==> config.mk <==
export PLATFORM = sky130hd
export DESIGN_NAME = cpu_dma_ctrl
export DESIGN_NICKNAME = d
export VERILOG_FILES = /design/src/rtl/cpu_dma_ctrl_pkg.sv /design/src/rtl/cpu_dma_ctrl_prio_enc.sv /design/src/rtl/cpu_dma_ctrl.sv
export SDC_FILE = /design/constraint.sdc
export NUM_CORES = 1
export LEC_CHECK = 0
export ABC_AREA = 0
export CAP_MARGIN = 20
export CORE_MARGIN = 2
export CORE_UTILIZATION = 35
export DETAILED_ROUTE_END_ITERATION = 7
export PLACE_DENSITY_LB_ADDON = 0.08
export SETUP_SLACK_MARGIN = 0.02
export SYNTH_ARGS = -nofsm -noshare
export SYNTH_HDL_FRONTEND = slang
export SYNTH_SLANG_ARGS = --single-unit
==> constraint.sdc <==
create_clock -name clk -period 2.15 [get_ports clk]
set_input_delay 0.3225 -clock clk [delete_from_list [all_inputs] [get_ports clk]]
set_output_delay 0.3225 -clock clk [all_outputs]
set_load 0.02 [all_outputs]
==> src/rtl/cpu_dma_ctrl_pkg.sv <==
// Shared types for the 6502 DMA front-end: controller state encoding and the
// per-channel mode word layout.
package cpu_dma_ctrl_pkg;

  typedef enum logic [2:0] {
    IDLE,
    HALT_WAIT,
    HALT,
    ALIGN,
    GET,
    PUT,
    DONE
  } dma_state_t;

  // Bit 1 increments the destination, bit 0 selects copy (1) or read-only (0).
  typedef struct packed {
    logic inc_dst;
    logic copy;
  } dma_mode_t;

endpackage

==> src/rtl/cpu_dma_ctrl_prio_enc.sv <==
// Fixed-priority arbiter: one-hot grant of the lowest set request index,
// plus a flag saying any request is present.
module prio_enc #(
  parameter int NUM_CH = 2
) (
  input  logic [NUM_CH-1:0] req,
  output logic [NUM_CH-1:0] grant,
  output logic              valid
);

  always_comb begin
    // NOTE: every output of a combinational block gets a default first, so no path leaves it unassigned and no latch is inferred.
    grant = '0;
    for (int i = NUM_CH - 1; i >= 0; i--) begin
      if (req[i]) begin
        grant    = '0;
        grant[i] = 1'b1;
      end
    end
  end

  assign valid = |req;

endmodule

==> src/rtl/cpu_dma_ctrl.sv <==
// Multi-channel bus-master DMA front-end: stalls the 6502 through cpu_ready,
// then runs copy (GET/PUT) or read-only (GET) transfers aligned to bus parity.
module cpu_dma_ctrl
  import cpu_dma_ctrl_pkg::*;
#(
  parameter int NUM_CH = 2,
  parameter int LEN_W  = 8,
  parameter int ADDR_W = 16,
  parameter int DATA_W = 8
) (
  input  logic                     clk,
  input  logic                     rst_n,
  input  logic                     cpu_rw,
  input  logic [ADDR_W-1:0]        cpu_addr,
  input  logic [DATA_W-1:0]        cpu_wdata,
  output logic                     cpu_ready,
  output logic                     bus_rw,
  output logic [ADDR_W-1:0]        bus_addr,
  output logic [DATA_W-1:0]        bus_wdata,
  input  logic [DATA_W-1:0]        bus_rdata,
  input  logic [NUM_CH-1:0]        ch_req,
  input  logic [NUM_CH*ADDR_W-1:0] ch_src,
  input  logic [NUM_CH*ADDR_W-1:0] ch_dst,
  input  logic [NUM_CH*LEN_W-1:0]  ch_len,
  input  logic [NUM_CH*2-1:0]      ch_mode,
  output logic [NUM_CH-1:0]        ch_done,
  output logic [DATA_W-1:0]        ch_rdata
);

  dma_state_t        state, state_nxt;
  logic              parity;
  logic [NUM_CH-1:0] pend_grant, grant;
  logic              pend_valid;

  logic [ADDR_W-1:0] src, dst;
  logic [LEN_W:0]    cnt;
  dma_mode_t         mode;
  logic [DATA_W-1:0] buffer;
  logic              last;

  logic [ADDR_W-1:0] sel_src, sel_dst;
  logic [LEN_W-1:0]  sel_len;
  dma_mode_t         sel_mode;

  prio_enc #(.NUM_CH(NUM_CH)) u_prio (
    .req   (ch_req),
    .grant (pend_grant),
    .valid (pend_valid)
  );

  // Pick the winning channel's descriptor out of the flattened port vectors.
  always_comb begin
    sel_src  = '0;
    sel_dst  = '0;
    sel_len  = '0;
    sel_mode = '0;
    for (int i = 0; i < NUM_CH; i++) begin
      if (pend_grant[i]) begin
        sel_src  = ch_src[i*ADDR_W +: ADDR_W];
        sel_dst  = ch_dst[i*ADDR_W +: ADDR_W];
        sel_len  = ch_len[i*LEN_W +: LEN_W];
        sel_mode = dma_mode_t'(ch_mode[i*2 +: 2]);
      end
    end
  end

  assign last = (cnt == (LEN_W + 1)'(1));

  always_comb begin
    state_nxt = state;
    unique case (state)
      IDLE:      if (pend_valid) state_nxt = HALT_WAIT;
      HALT_WAIT: if (cpu_rw) state_nxt = HALT;
      // parity flips at the edge, so odd now means the next cycle is a GET slot.
      HALT:      state_nxt = parity ? GET : ALIGN;
      ALIGN:     state_nxt = GET;
      GET: begin
        if (mode.copy)  state_nxt = PUT;
        else if (last)  state_nxt = DONE;
        else            state_nxt = ALIGN;
      end
      PUT:       state_nxt = last ? DONE : GET;
      DONE:      state_nxt = IDLE;
      default:   state_nxt = IDLE;
    endcase
  end

  always_ff @(posedge clk or negedge rst_n) begin
    if (!rst_n) begin
      // NOTE: the datapath registers are reset too, so a reset mid-transfer leaves no stale descriptor behind.
      state     <= IDLE;
      parity    <= 1'b0;
      cpu_ready <= 1'b1;
      ch_done   <= '0;
      ch_rdata  <= '0;
      grant     <= '0;
      src       <= '0;
      dst       <= '0;
      cnt       <= '0;
      mode      <= '0;
      buffer    <= '0;
    end else begin
      // NOTE: sequential state uses non-blocking assignments so every register samples pre-edge values.
      state   <= state_nxt;
      parity  <= ~parity;
      ch_done <= (state_nxt == DONE) ? grant : '0;

      if (state == HALT_WAIT && cpu_rw) cpu_ready <= 1'b0;
      else if (state_nxt == DONE)       cpu_ready <= 1'b1;

      unique case (state)
        IDLE: begin
          if (pend_valid) begin
            grant <= pend_grant;
            src   <= sel_src;
            dst   <= sel_dst;
            cnt   <= (sel_len == '0) ? {1'b1, {LEN_W{1'b0}}} : {1'b0, sel_len};
            mode  <= sel_mode;
          end
        end
        GET: begin
          buffer   <= bus_rdata;
          ch_rdata <= bus_rdata;
          src      <= src + 1'b1;
          if (!mode.copy) cnt <= cnt - 1'b1;
        end
        PUT: begin
          if (mode.inc_dst) dst <= dst + 1'b1;
          cnt <= cnt - 1'b1;
        end
        default: ;
      endcase
    end
  end

  // The core owns the bus whenever the controller is not mid-transfer.
  always_comb begin
    bus_rw    = cpu_rw;
    bus_addr  = cpu_addr;
    bus_wdata = cpu_wdata;
    unique case (state)
      HALT, ALIGN, GET: begin
        bus_rw    = 1'b1;
        bus_addr  = src;
        bus_wdata = buffer;
      end
      PUT: begin
        bus_rw    = 1'b0;
        bus_addr  = dst;
        bus_wdata = buffer;
      end
      default: ;
    endcase
  end

endmodule

==> out/qor.yml <==
synth:
  ys_ff_latch: 60
  syn_area_um2: 4360
  synthArstFlopShare_pct: 100
  postSynthCellCount: 503
  syn-num-nets: 628
  avgSynthCellArea_um2: 8.67
  ys_seq_area_share_pct: 34.4
  yosysWarnings: 0
  synth-edff-count: 0
  synth.distinct_cells: 57
  synth_ff_type: "dfrtp_1"
routing:
  final_antenna_net_count: 0
  wl_met3_um: 780
  drtIter0Drc: 201
  wl_met1_um: 6390
  route.detailed.drc: 0
  highest-signal-layer: "met4"
  vias: 4681
  routed_wl_um: 14800
  via_per_inst: 5.61
  dr.pass1.iters: 4
  post_drt_wl_per_cell_um: 17.7
  wl_met2_um: 7430
timing:
  max_freq_ghz: 0.486
  final_hold_viol_count: 0
  finalWorstSetupSlack_ps: 91.8
  rsz0062_at_grt: "yes"
  min_period_over_period_pct: 95.7
  setup_viol: 0
  worst_slew_pin_slew_ps: 631
  finalMaxSlewViolations: 0
  slew_headroom_pct: 57.9
  min_period_ps: 2060
  setup-tns-final_ps: 0
  skew_ps: 7.36
run:
  max_cap_viol_count: 0
pwr:
  power_frac_clock_pct: 16.0
  vdd_drop_max_mv: 0.805
  combPwrFrac_pct: 56.7
  seqPwrFrac_pct: 27.3
  p_leak_nw: 2.62
  swShare_pct: 43.4
  powerDensity_nw_per_um2: 1310
  power_switching_mw: 3.74
  internal_power_mw: 4.89
clock_network:
  clock_latency_ps: 330
  cts_root_buffer: "clkbuf_16"
  hold_buffers: 0
  numCtsBuffers: 9
  clk_pin_slew_ps: 50
  cts_max_level: 3
  cts.sinks: 60
  tritoncts: "done"
  clockBufferDepth: 2
finish:
  multi_input_area_um2: 2670
  seqCellArea_um2: 1510
  drive_gt1_share_pct: 14.4
  area_growth_pct: 51.0
  nNetsFinal: 787
  n_antenna_cell: 0
  layout_commonest_cell: "clkdlybuf4s50_1"
  layout_common_cells: "clkdlybuf4s50_1 (130), dfrtp_1 (57), o21ai_0 (41)"
  n_fill_cell: 1149
placed_design:
  portBuffers: 156
  dp_hpwl_um: 11200
  dp_slack_ps: -29.9
  gp_congestion: 0.875
die:
  rows: 40
  initial_core_util_pct: 36.0
  die_h_um: 116
  num_io_pins: 157
  die_area_um2: 13400
  die_x_um: 116
  core_um2: 12100
worst_setup_path:
  crit_required_ps: 1830
  cp_slowest_stage_delay_ps: 460
  critical_path_class: "reg -> out"
  start_kind: "flop"
  reg2reg_depth: 8
  crit_arrival_ps: 1740
  crit_path_end_kind: "output pin"
  critPathMaxFanout: 9
  path_cells: "clkbuf_16, mux2i_1, nand2_1, o211ai_1, o21ai_0, dlygate4sd2_1"
  cp_slowest_cell: "dfrtp_2"
outcome:
  outcome: "finished clean"
grt:
  antenna_found_initial: 0
  grt_max_degree: 37
  grt_first_pass_wirelength_um: 23000
  grt_pass1_vias: 4506
  grt_usage_pct: 21.9
  grt_remaining_overflow: 0
min_path:
  hold_class: "in -> async"
==> synthesized netlist by cell type (9+ instances only) <==
cell type / count / area share (%)
and3_1: 9 / 1.3
nand3_1: 18 / 2.1
clkbuf_1: 26 / 2.2
nor2_1: 28 / 2.4
nand2_1: 38 / 3.3
nor4_1: 10 / 1.4
a22oi_1: 13 / 2.2
a21oi_1: 28 / 3.2
nor3_1: 21 / 2.4
a221oi_1: 21 / 4.2
dfrtp_1: 59 / 34
o211ai_1: 18 / 3.1
mux2_2: 16 / 4.1
o22a_1: 9 / 1.8
buf_2: 14 / 1.6
mux2i_1: 32 / 7.3
o21ai_0: 42 / 4.8
==> worst max-delay path: cells and delay by family (launching register included) <==
| kind | cells | cell delay [ps] |
|---|---|---|
| multiplexers | 1 | 190 |
| flip-flops | 1 | 460 |
| AO/OA/AOI/OAI | 2 | 170 |
| buffers and inverters | 2 | 520 |
| AND/OR/NAND/NOR | 1 | 70 |
==> registers in the layout, summed over array words and instances (netlist names) <==
name       flops
buffer         8
ch_done        2
cnt            9
cpu_ready      1
dst           16
grant          2
mode           2
parity         1
src           16
state          3
==> final timing paths <==
path	start	endpoint	slack, ps
setup / recovery	state[0]$_DFF_PN0_	bus_addr[6]	90
setup reg to reg	state[1]$_DFF_PN0_	src[9]$_DFFE_PN0P_	160
hold reg to reg	parity$_DFF_PN0_	parity$_DFF_PN0_	420
min in group clk	parity$_DFF_PN0_	parity$_DFF_PN0_	420
max in group asynchronous	rst_n	cnt[7]$_DFFE_PN0P_	1500
hold / removal	rst_n	src[9]$_DFFE_PN0P_	10
==> layer usage <==
layer  GRT usage, %  up-vias
met5              0        -
met4           6.19        0
met3           4.18       15
met2           37.1      142
met1           28.7     2248
li1               -     2276
==> through the flow <==
stage / power, mW / cells / hold slack, ps / utilization [%] / cell area [µm²]
3_5_place_dp: 7.30 / 816 / 380 / 51.8 / 6280
3_3_place_gp: 7.20 / 816 / 374 / 51.8 / 6280
6_report: 8.63 / 835 / 11.3 / 54.4 / 6590
2_1_floorplan: 5.26 / 503 / 26.9 / - / 4360
4_1_cts: 8.59 / 832 / 31.8 / 54.3 / 6580
5_1_grt: 9.25 / 835 / 52.4 / 54.4 / 6590
==> cells by family after synthesis <==
family,synth area share (%)
buffers and inverters,5.25
and+or+nand+nor,17.4
xor gates and xnor gates,0.201
DFF,34.4
muxes,11.5
AOI/OAI and AO/OA,30.1
adders and majority gates,1.15
==> timing repair <==
| action | 4_1_cts | 5_1_grt |
|---|---|---|
| resized for setup | 47 | 41 |
| setup endpoints to repair | 25 | 29 |
| buffers inserted | 0 | 2 |
| gates cloned | 0 | 1 |
| pin swaps | 0 | 1 |
==> layout make-up <==
| type | count | share of cell area [%] |
|---|---|---|
| Inverter | 6 | 0.342 |
| Timing Repair Buffer | 194 | 28.8 |
| Clock buffer | 15 | 4.22 |
| Sequential cell | 60 | 22.8 |
| Multi-Input combinational cell | 391 | 40.5 |
| Tap cell | 168 | 3.19 |
| Clock inverter | 1 | 0.0760 |
==> power groups by stage <==
stage          Clock (mW)  Sequential [mW]  Combinational [mW]
6_report             1.38             2.36                4.89
3_3_place_gp            0             2.31                4.89
4_1_cts              1.40             2.33                4.86
5_1_grt              1.46             2.42                5.37
3_5_place_dp            0             2.33                4.97
2_1_floorplan           0             2.18                3.07
(Power assumes the default switching activity.)
==> edit, RTL diff (config.mk and constraints unchanged) <==
Change the parameter `ADDR_W` from 16 to 17.
--- a/src/rtl/cpu_dma_ctrl.sv
+++ b/src/rtl/cpu_dma_ctrl.sv
@@ -6,5 +6,5 @@
   parameter int NUM_CH = 2,
   parameter int LEN_W  = 8,
-  parameter int ADDR_W = 16,
+  parameter int ADDR_W = 17,
   parameter int DATA_W = 8
 ) (
Interface: changed (resized bus_addr, ch_dst, ch_src and cpu_addr); port bits go from 157 to 163. The function was not compared with the original's and may differ.
==> edit against the unedited design <==
The run now ends with setup timing left; synthesized area increased by 7.0%; synthesized cell count increased by 11%; final area increased by 8.2%; sequential cell count increased by 2; total power increased by 15%; setup slack got worse by 0.11 ns; global-route usage increased by 1.2 points; count of clock-buffer cells in the layout decreased by 4; sequential power increased by 6%; combinational power increased by 24%; wire length increased by 14%; largest power group unchanged.
==> edit: results (changes against the unedited design) <==
stage;metric;value;unit;change
synthesis;netlist-cell-type-count;63;;was 57
synthesis;ys_top_cells_by_area;dfrtp_1 33%, nand2_1 7.0%, o21ai_0 6.4%;;was dfrtp_1 34%, mux2i_1 7.3%, o21ai_0 4.8%
run_status;status;finished, violations left;;was completed
global_routing;grt_pass1_wl;26.1;mm;was 23.0 mm
sta;setup_violations;1;;was 0
layout;layout.cells.non_filler;917;;was 835
global_routing;grtUsageMet3;3.90;%;was 4.18%
worst_setup_path;crit_arrival;1.85;ns;was 1.74 ns
pwr;ir_drop;672;µV;was 805 µV
global_routing;grt_usage;23.1;%;was 21.9%
layout;drive_gt1_share;17.7;%;was 14.4%
sta;worst_slack;-0.0201;ns;was 0.0918 ns
cts;cts_resized;66;;was 47
sta;finalSetupTns;-0.0201;ns;was 0 ns
place;gp_congestion;0.937;;was 0.875
global_routing;gr-usage-met2;39.2;%;was 37.1%
cts;hold_buffers;1;;was 0
route;drt_iter0_drc;459;;was 201
sta;slew_headroom;64.0;%;was 57.9%
hold_path;hold_class;register to register;;was input pin to asynchronous set/reset pin
layout;final_nets;869;;was 787
synthesis;avgSynthCellArea;8.38;µm²;was 8.67 µm²
global_routing;grt_max_degree;52;;was 37
route;drt_first_pass_iters;5;;was 4
place;portBuffers;162;;was 156
global_routing;grt_pass1_vias;5104;;was 4506
synthesis;ys_seq_area_share;33.3;%;was 34.4%
cts;post-cts-setup-buffers;3;;was 0
layout;reg_top3;dst (17), src (17), cnt (9);;was dst (16), src (16), cnt (9)
route;wl_per_cell;18.4;µm;was 17.7 µm
sta;fmax;461;MHz;was 486 MHz
worst_setup_path;critPathMaxFanout;16;;was 9
place;hpwlAfterDp;12.2;mm;was 11.2 mm
run_status;violations;setup timing;;
sta;finClkSkew;0.00390;ns;was 0.00736 ns
pwr;p_leak;2.85;nW;was 2.62 nW
route;vias;5185;;was 4681
synthesis;synth.net_count;687;;was 628
## edit: changes by cell type after synthesis, moves of 6 or more
cell / change
nor3_1: -12
mux2i_1: -15
o21ai_0: +18
o211ai_1: -13
mux2_2: +9
nand2_1: +49
a221o_1: +6
## edit: cell families after synthesis
family	after synthesis	synth area share [%]
buffers and inverters	53	5.28
multiplexers	42	9.68
XOR/XNOR	2	0.375
flip-flops	62	33.3
AND/OR/NAND/NOR	187	19.4
adder cells (fa/ha/maj)	4	1.07
AO/OA/AOI/OAI	207	31.0
## edit: power by group through the flow
stage | logic [mW] | registers (mW) | clock network [mW]
floorplan | 3.62 | 2.31 | 0
global placement | 5.75 | 2.46 | 0
detailed placement | 5.85 | 2.48 | 0
CTS | 5.89 | 2.47 | 1.37
global route | 6.62 | 2.59 | 1.41
finish | 6.08 | 2.51 | 1.33
## edit: routing by layer
layer,vias to the layer above,wire length [µm]
li1,2500,-
met5,-,0
met4,0,294
met2,161,8240
met3,22,827
met1,2502,7500
## edit: worst max-delay path: stages, from the launching register on
cell	delay, ns
dfrtp_2	0.46
bufbuf_16	0.32
mux2_2	0.33
nand2_1	0.06
o21ai_0	0.07
clkdlybuf4s15_2	0.26
## edit: worst paths after layout
path | depth (start not counted) | slack, ns | to | startpoint
worst min register to register | 1 | 0.46 | parity | parity
worst min-delay path | 1 | 0.46 | parity | parity
worst max register to register | 7 | 0.08 | ch_done[0] | state[1]
max in group asynchronous | 3 | 0.97 | dst[7] | rst_n
min in group asynchronous | 2 | 0.50 | src[10] | rst_n
worst max-delay path | 5 | -0.02 | bus_addr[16] | state[2]
## edit: area by class of cell
class                   instances  area (µm²)
clock buffers                  11         253
clock inverters                 2        10.0
fillers                      1263        6010
inverters                      10        37.5
multi-input cells             442        2930
flip-flops and latches         62        1560
well taps                     176         220
repair buffers                214        2120
